**config.mk**
```make
export PLATFORM = sky130hd
export DESIGN_NAME = sram_bus_arbiter
export DESIGN_NICKNAME = d
export VERILOG_FILES = /design/src/rtl/sram_bus_arbiter.sv
export SDC_FILE = /design/constraint.sdc
export NUM_CORES = 1
export LEC_CHECK = 0
export ABC_AREA = 1
export CAP_MARGIN = 20
export CELL_PAD_IN_SITES_DETAIL_PLACEMENT = 0
export CELL_PAD_IN_SITES_GLOBAL_PLACEMENT = 1
export CORE_UTILIZATION = 30
export CTS_CLUSTER_SIZE = 14
export DETAILED_ROUTE_END_ITERATION = 10
export MAX_ROUTING_LAYER = met4
export PLACE_DENSITY = 0.95
export SETUP_SLACK_MARGIN = 0.02
export SLEW_MARGIN = 20
export SYNTH_ARGS = -nofsm -noshare
export SYNTH_HDL_FRONTEND = slang
export SYNTH_SLANG_ARGS = --single-unit
```
**constraint.sdc**
```tcl
create_clock -name clk -period 2.25 [get_ports clk]
set_clock_uncertainty 0.2 [all_clocks]
set_input_delay 0.45 -clock clk [delete_from_list [all_inputs] [get_ports clk]]
set_output_delay 0.45 -clock clk [all_outputs]
set_load 0.005 [all_outputs]
```
**src/rtl/sram_bus_arbiter.sv**
```systemverilog
// Shares one memory port between the instruction-fetch and data-access requesters.
// Data has fixed priority. Each response is held in its requester's rdata register until the pipeline advances.
module sram_bus_arbiter #(
  parameter int ADDR_W = 32,
  parameter int DATA_W = 32
) (
  input  logic                  clk,
  input  logic                  rst,
  input  logic                  inst_req,
  input  logic [ADDR_W-1:0]     inst_addr,
  output logic [DATA_W-1:0]     inst_rdata,
  input  logic                  data_req,
  input  logic                  data_wr,
  input  logic [DATA_W/8-1:0]   data_wstrb,
  input  logic [ADDR_W-1:0]     data_addr,
  input  logic [DATA_W-1:0]     data_wdata,
  output logic [DATA_W-1:0]     data_rdata,
  input  logic                  pipe_adv,
  output logic                  stall,
  output logic                  mem_req,
  output logic                  mem_wr,
  output logic [DATA_W/8-1:0]   mem_wstrb,
  output logic [ADDR_W-1:0]     mem_addr,
  output logic [DATA_W-1:0]     mem_wdata,
  input  logic                  mem_gnt,
  input  logic                  mem_rvalid,
  input  logic [DATA_W-1:0]     mem_rdata
);

  localparam int STRB_W = DATA_W / 8;

  localparam logic [1:0] IDLE = 2'd0;
  localparam logic [1:0] REQ  = 2'd1;
  localparam logic [1:0] WAIT = 2'd2;

  localparam logic OWN_INST = 1'b0;
  localparam logic OWN_DATA = 1'b1;

  logic [1:0]        state_q, state_d;
  logic              owner_q, owner_d;
  logic              mem_req_q, mem_req_d;
  logic              mem_wr_q, mem_wr_d;
  logic [STRB_W-1:0] mem_wstrb_q, mem_wstrb_d;
  logic [ADDR_W-1:0] mem_addr_q, mem_addr_d;
  logic [DATA_W-1:0] mem_wdata_q, mem_wdata_d;
  logic              inst_done_q, inst_done_d;
  logic              data_done_q, data_done_d;
  logic              inst_stale_q, inst_stale_d;
  logic              data_stale_q, data_stale_d;
  logic [DATA_W-1:0] inst_rdata_q, inst_rdata_d;
  logic [DATA_W-1:0] data_rdata_q, data_rdata_d;

  logic inst_pend;
  logic data_pend;

  assign inst_pend = inst_req & ~inst_done_q;
  assign data_pend = data_req & ~data_done_q;
  assign stall     = inst_pend | data_pend | (state_q != IDLE);

  assign mem_req    = mem_req_q;
  assign mem_wr     = mem_wr_q;
  assign mem_wstrb  = mem_wstrb_q;
  assign mem_addr   = mem_addr_q;
  assign mem_wdata  = mem_wdata_q;
  assign inst_rdata = inst_rdata_q;
  assign data_rdata = data_rdata_q;

  always_comb begin
    state_d      = state_q;
    owner_d      = owner_q;
    mem_req_d    = mem_req_q;
    mem_wr_d     = mem_wr_q;
    mem_wstrb_d  = mem_wstrb_q;
    mem_addr_d   = mem_addr_q;
    mem_wdata_d  = mem_wdata_q;
    inst_done_d  = inst_done_q;
    data_done_d  = data_done_q;
    inst_stale_d = inst_stale_q;
    data_stale_d = data_stale_q;
    inst_rdata_d = inst_rdata_q;
    data_rdata_d = data_rdata_q;

    // An advance while a transaction is in flight marks that transaction's response as unwanted.
    if (pipe_adv) begin
      inst_done_d = 1'b0;
      data_done_d = 1'b0;
      if (state_q != IDLE) begin
        if (owner_q == OWN_DATA) data_stale_d = 1'b1;
        else                     inst_stale_d = 1'b1;
      end
    end

    case (state_q)
      IDLE: begin
        if (data_pend) begin
          owner_d     = OWN_DATA;
          mem_req_d   = 1'b1;
          mem_wr_d    = data_wr;
          mem_wstrb_d = data_wstrb;
          mem_addr_d  = data_addr;
          mem_wdata_d = data_wdata;
          state_d     = REQ;
        end else if (inst_pend) begin
          owner_d     = OWN_INST;
          mem_req_d   = 1'b1;
          mem_wr_d    = 1'b0;
          mem_wstrb_d = '0;
          mem_addr_d  = inst_addr;
          mem_wdata_d = '0;
          state_d     = REQ;
        end
      end
      REQ: begin
        if (mem_gnt) begin
          mem_req_d = 1'b0;
          state_d   = WAIT;
        end
      end
      WAIT: begin
        // A same-cycle advance makes the response stale, so pipe_adv is tested here as well as the stale flag.
        if (mem_rvalid) begin
          state_d = IDLE;
          if (owner_q == OWN_DATA) begin
            if (data_stale_q | pipe_adv) begin
              data_stale_d = 1'b0;
            end else begin
              data_done_d = 1'b1;
              if (!mem_wr_q) data_rdata_d = mem_rdata;
            end
          end else begin
            if (inst_stale_q | pipe_adv) begin
              inst_stale_d = 1'b0;
            end else begin
              inst_done_d  = 1'b1;
              inst_rdata_d = mem_rdata;
            end
          end
        end
      end
      default: state_d = IDLE;
    endcase
  end

  always_ff @(posedge clk) begin
    if (rst) begin
      state_q      <= IDLE;
      owner_q      <= OWN_INST;
      mem_req_q    <= 1'b0;
      mem_wr_q     <= 1'b0;
      mem_wstrb_q  <= '0;
      mem_addr_q   <= '0;
      mem_wdata_q  <= '0;
      inst_done_q  <= 1'b0;
      data_done_q  <= 1'b0;
      inst_stale_q <= 1'b0;
      data_stale_q <= 1'b0;
      inst_rdata_q <= '0;
      data_rdata_q <= '0;
    end else begin
      state_q      <= state_d;
      owner_q      <= owner_d;
      mem_req_q    <= mem_req_d;
      mem_wr_q     <= mem_wr_d;
      mem_wstrb_q  <= mem_wstrb_d;
      mem_addr_q   <= mem_addr_d;
      mem_wdata_q  <= mem_wdata_d;
      inst_done_q  <= inst_done_d;
      data_done_q  <= data_done_d;
      inst_stale_q <= inst_stale_d;
      data_stale_q <= data_stale_d;
      inst_rdata_q <= inst_rdata_d;
      data_rdata_q <= data_rdata_d;
    end
  end

endmodule
```
* Yosys cells after proc, flatten, opt, wreduce, memory -nomap -nowiden
Index checks and enable logic that the tools add are counted.
Cells by class: bitwise gates (word level) 12, equal/unequal tests 5, reduce and logical (&&, ||, !) cells 9, multiplexer cells 42
Operator list (number):
- 32-bit two-way mux | 4
- 1-bit two-way mux | 30
- 2-bit two-way mux | 4
- 4-bit two-way mux | 2
- 1-bit NOT | 6
- 2-bit case mux with 3 select lines | 1
- 3-bit AND reduction | 2
- 2-bit nonzero test | 3
- 5-bit AND reduction | 1
- 2-bit != test, second input constant | 2
- 1-bit OR | 4
- 4-bit AND reduction | 1
- 3-bit != test, second input constant | 1
- 1-bit AND | 2
- 2-bit by 1-bit equality test with 1-bit output, second input constant | 1
- 2-bit equality test, second input constant | 1
- 2-bit logical NOT | 1
- 1-bit case mux with 2 select lines | 1
- 2-bit AND reduction | 1
Storage, ports and cells: output and inout bits 135, bits of input ports 140, register bits after elaboration 141, word-level logic and storage cells 81

* Depth between registers and ports, before layout
depth in word-level cells 7, mapped depth 8, depth with buffers taken out 7

* Worst setup path after synthesis
OpenSTA, ideal clock, no wires.
kind input port to output port, start point input data_req, end point output stall, path buffers 1, arrival 954 ps, setup slack 646 ps, stages on the path 3, required time 1600 ps, cell sequence nand2_2 -> buf_1 -> nand3_1
Between the ends: longest elaborated chain between the ends 3
Ends and longest elaborated chain:
- start: declaration | line 12 | input logic data_req,
- 1-bit AND | line 57 | assign data_pend = data_req & ~data_done_q;
- 1-bit OR (2 in a row) | line 58 | assign stall = inst_pend | data_pend | (state_q != IDLE);
- end: declaration | line 19 | output logic stall,
Every way passes these cells.

* Worst setup path after layout
start point register mem_wdata_q[4], in the netlist mem_wdata[4], end point output mem_wdata[4]
RTL lines:
- start: declaration | line 45 | logic [DATA_W-1:0] mem_wdata_q, mem_wdata_d;
- start signal: assignment | line 166 | mem_wdata_q <= mem_wdata_d;
- end: declaration | line 24 | output logic [DATA_W-1:0] mem_wdata,
No word-level cell between the ends.

==> impl_metrics.csv <==
group,metric,value,unit
clock_network,cts_tree,"yes",
critical_path,path_max_fanout,2,
critical_path,end_kind,"output pin",
yosys,yosys_register_bits,141,
sta,setup_viol,0,
place,hpwl,13300,um
floorplan,dieArea,20200,um2
min_path,hp-class,"reg -> reg",
yosys,async_flop_share,0,%
grt,grt_pass1_wl,30200,um
sta,period_minus_slack,1950,ps
grt,grt_max_degree,77,
floorplan,core_area,19000,um2
clock_network,ctsResizeCount,1,
route,drc,0,
place,dp_cells,1373,
sta,slew_headroom,58.5,%
floorplan,start_util,31.0,%
yosys,syn-cell-area,5880,um2
sta,fmax,514,MHz
sta,max_slew.worst_pin.slew,622,ps
pwr,p_leak,4.12,nW
critical_path,crit_type,"reg -> out",
yosys,synth_edf_count,0,
route,ant_nets,0,
clock_network,root_buffer,"clkbuf_16",
layout,fin_cells,1407,
job,drv_cap,0,
critical_path,crit_required,1600,ps
route,drt_iter0_drc,242,
yosys,ys.flop_type,"dfxtp_1",
grt,grt_usage,19.7,%
sta,finalSetupTns,0,ps
clock_network,postCtsSetupBuffers,0,
grt,gr-total-overflow,0,
clock_network,cts-hold-fix-buffers,0,
sta,min_period_over_period,86.5,%
sta,rsz0062_at_grt,"false",
route,wl_per_cell,13.6,um
critical_path,critical_path.top_delay_family,"buffers and inverters",
layout,fin_nets,1272,
clock_network,cts_max_level,4,
layout,layout-drive-gt1-share,5.68,%
yosys,post_synth.cell_area_avg,6.73,um2
sta,slew_violations,0,
grt,grt_pass1_vias,6023,
clock_network,clk_latency,410,ps
clock_network,clockBufferDepth,2,
place,gp_congestion,0.767,
route,drt_wl_total,19100,um
yosys,yosysSeqAreaShare,48.0,%
yosys,ys_warn_count,0,
sta,hold_viol_final,0,
clock_network,numCtsBuffers,17,
clock_network,path_clk_slew,60,ps
outcome,status,"finished clean",
floorplan,ios,275,
route,viasPerCell,4.44,
layout,syn_to_final_growth,62.3,%
pwr,power.density,692,nW/um2
critical_path,critical-path-max-stage-delay,530,ps
critical_path,crit_path_top_delay_cell,"clkdlybuf4s50_1",
clock_network,clkSinkCount,141,
route,vias,6244,
yosys,synthCells,874,
floorplan,rows,50,
place,port_buffers,274,
yosys,yosysUniqueCellTypes,20,
critical_path,worstPathArrival,1300,ps
floorplan,fp.dieH,142,um
critical_path,path_cells,"clkdlybuf4s50_1",
route,first_pass_iters,4,
pwr,ir_worst_vdd,0.000498,V
critical_path,worst-path-buf-inv,1,
yosys,synth_nets,1014,
floorplan,die_width,142,um
critical_path,startpoint_type,"register",
grt,antenna_found_initial,2,
where the power goes:
part,internal [mW],total [mW],switching [mW]
clock network,1.65,2.77,1.12
registers,2.63,2.69,0.0653
logic,0.620,1.14,0.519
cell usage in the layout, fill, tap and decap left out:
cell type / count
nor2_1: 197
nand3_1: 40
nand2_2: 1
clkinv_2: 4
clkbuf_8: 4
diode_2: 2
nor2_4: 1
inv_2: 3
clkdlybuf4s50_1: 272
nand4_1: 32
clkbuf_16: 17
inv_8: 1
a31oi_1: 2
a21oi_1: 42
inv_6: 3
o22ai_1: 1
buf_4: 15
o21ai_0: 27
dlygate4sd2_1: 1
dfxtp_1: 141
o21ai_1: 8
nand2_1: 241
nor2_2: 4
inv_1: 75
nand2_4: 1
clkinvlp_4: 1
bufinv_16: 1
buf_12: 8
dlymetal6s2s_1: 1
clkinv_4: 1
layer usage:
layer  wire (um)  GRT usage (%)
met2        8850           32.0
met4         425           7.19
met5           0              -
met1        8700           23.7
met3        1140           4.64
per-stage QoR:
step | util [%] | instance area [um2] | hold WS, ps | total power [mW] | worst slack, ps
floorplan | - | 5880 | 238 | 3.23 | 646
global placement | 47.3 | 8960 | 246 | 3.88 | 7.53
detailed placement | 47.3 | 8960 | 254 | 3.89 | 9.25
CTS | 50.3 | 9540 | 261 | 6.71 | 36.2
global route | 50.4 | 9550 | 283 | 6.94 | 244
finish | 50.4 | 9550 | 259 | 6.61 | 303
synthesized netlist by cell type, types with 4 or more instances:
| master | n | share of area (%) |
|---|---|---|
| buf_2 | 21 | 1.8 |
| buf_4 | 8 | 1.0 |
| o21ai_1 | 8 | 0.68 |
| nor2_2 | 4 | 0.43 |
| nor2_1 | 197 | 13 |
| dfxtp_1 | 141 | 48 |
| clkbuf_1 | 25 | 1.6 |
| o21ai_0 | 27 | 2.3 |
| nand2_1 | 242 | 15 |
| nand4_1 | 32 | 3.4 |
| inv_1 | 75 | 4.8 |
| a21oi_1 | 42 | 3.6 |
| buf_1 | 4 | 0.26 |
| nand3_1 | 40 | 3.4 |
state kept, by name, indices dropped and copies added, names as in the netlist:
| signal | flops |
|---|---|
| state_q | 2 |
| inst_done_q | 1 |
| data_stale_q | 1 |
| inst_rdata | 32 |
| owner_q | 1 |
| mem_wr | 1 |
| data_rdata | 32 |
| mem_addr | 32 |
| mem_wdata | 32 |
| inst_stale_q | 1 |
| data_done_q | 1 |
| mem_wstrb | 4 |
| mem_req | 1 |
final cells by class:
class | count | area, um2
antenna | 2 | 5.00
inverter | 78 | 293
clock buffer | 21 | 480
multi-input combinational | 597 | 2500
tap | 260 | 325
sequential | 141 | 2820
timing repair buffer | 297 | 3020
clock inverter | 11 | 104
fill | 1868 | 9410
final timing paths:
kind	to	slack, ps	cells after the start	from
max	mem_wdata[4]	300	1	mem_wdata[4]$_SDFFE_PP0P_
max reg2reg	inst_stale_q$_SDFF_PP0_	570	6	state_q[1]$_SDFFE_PP0P_
min reg2reg	mem_wdata[20]$_SDFFE_PP0P_	260	2	mem_wdata[20]$_SDFFE_PP0P_
min	mem_wdata[20]$_SDFFE_PP0P_	260	2	mem_wdata[20]$_SDFFE_PP0P_
logic make-up (layout without fill, tap and decap cells):
group / count (synthesis) / count (layout) / share of synthesized area [%]
buffers and inverters: 136 / 407 / 9.63
AO/OA/AOI/OAI: 80 / 80 / 6.87
AND/OR/NAND/NOR: 517 / 517 / 35.5
flip-flops: 141 / 141 / 48.0
other: 0 / 2 / 0
(Power assumes the default switching activity.)
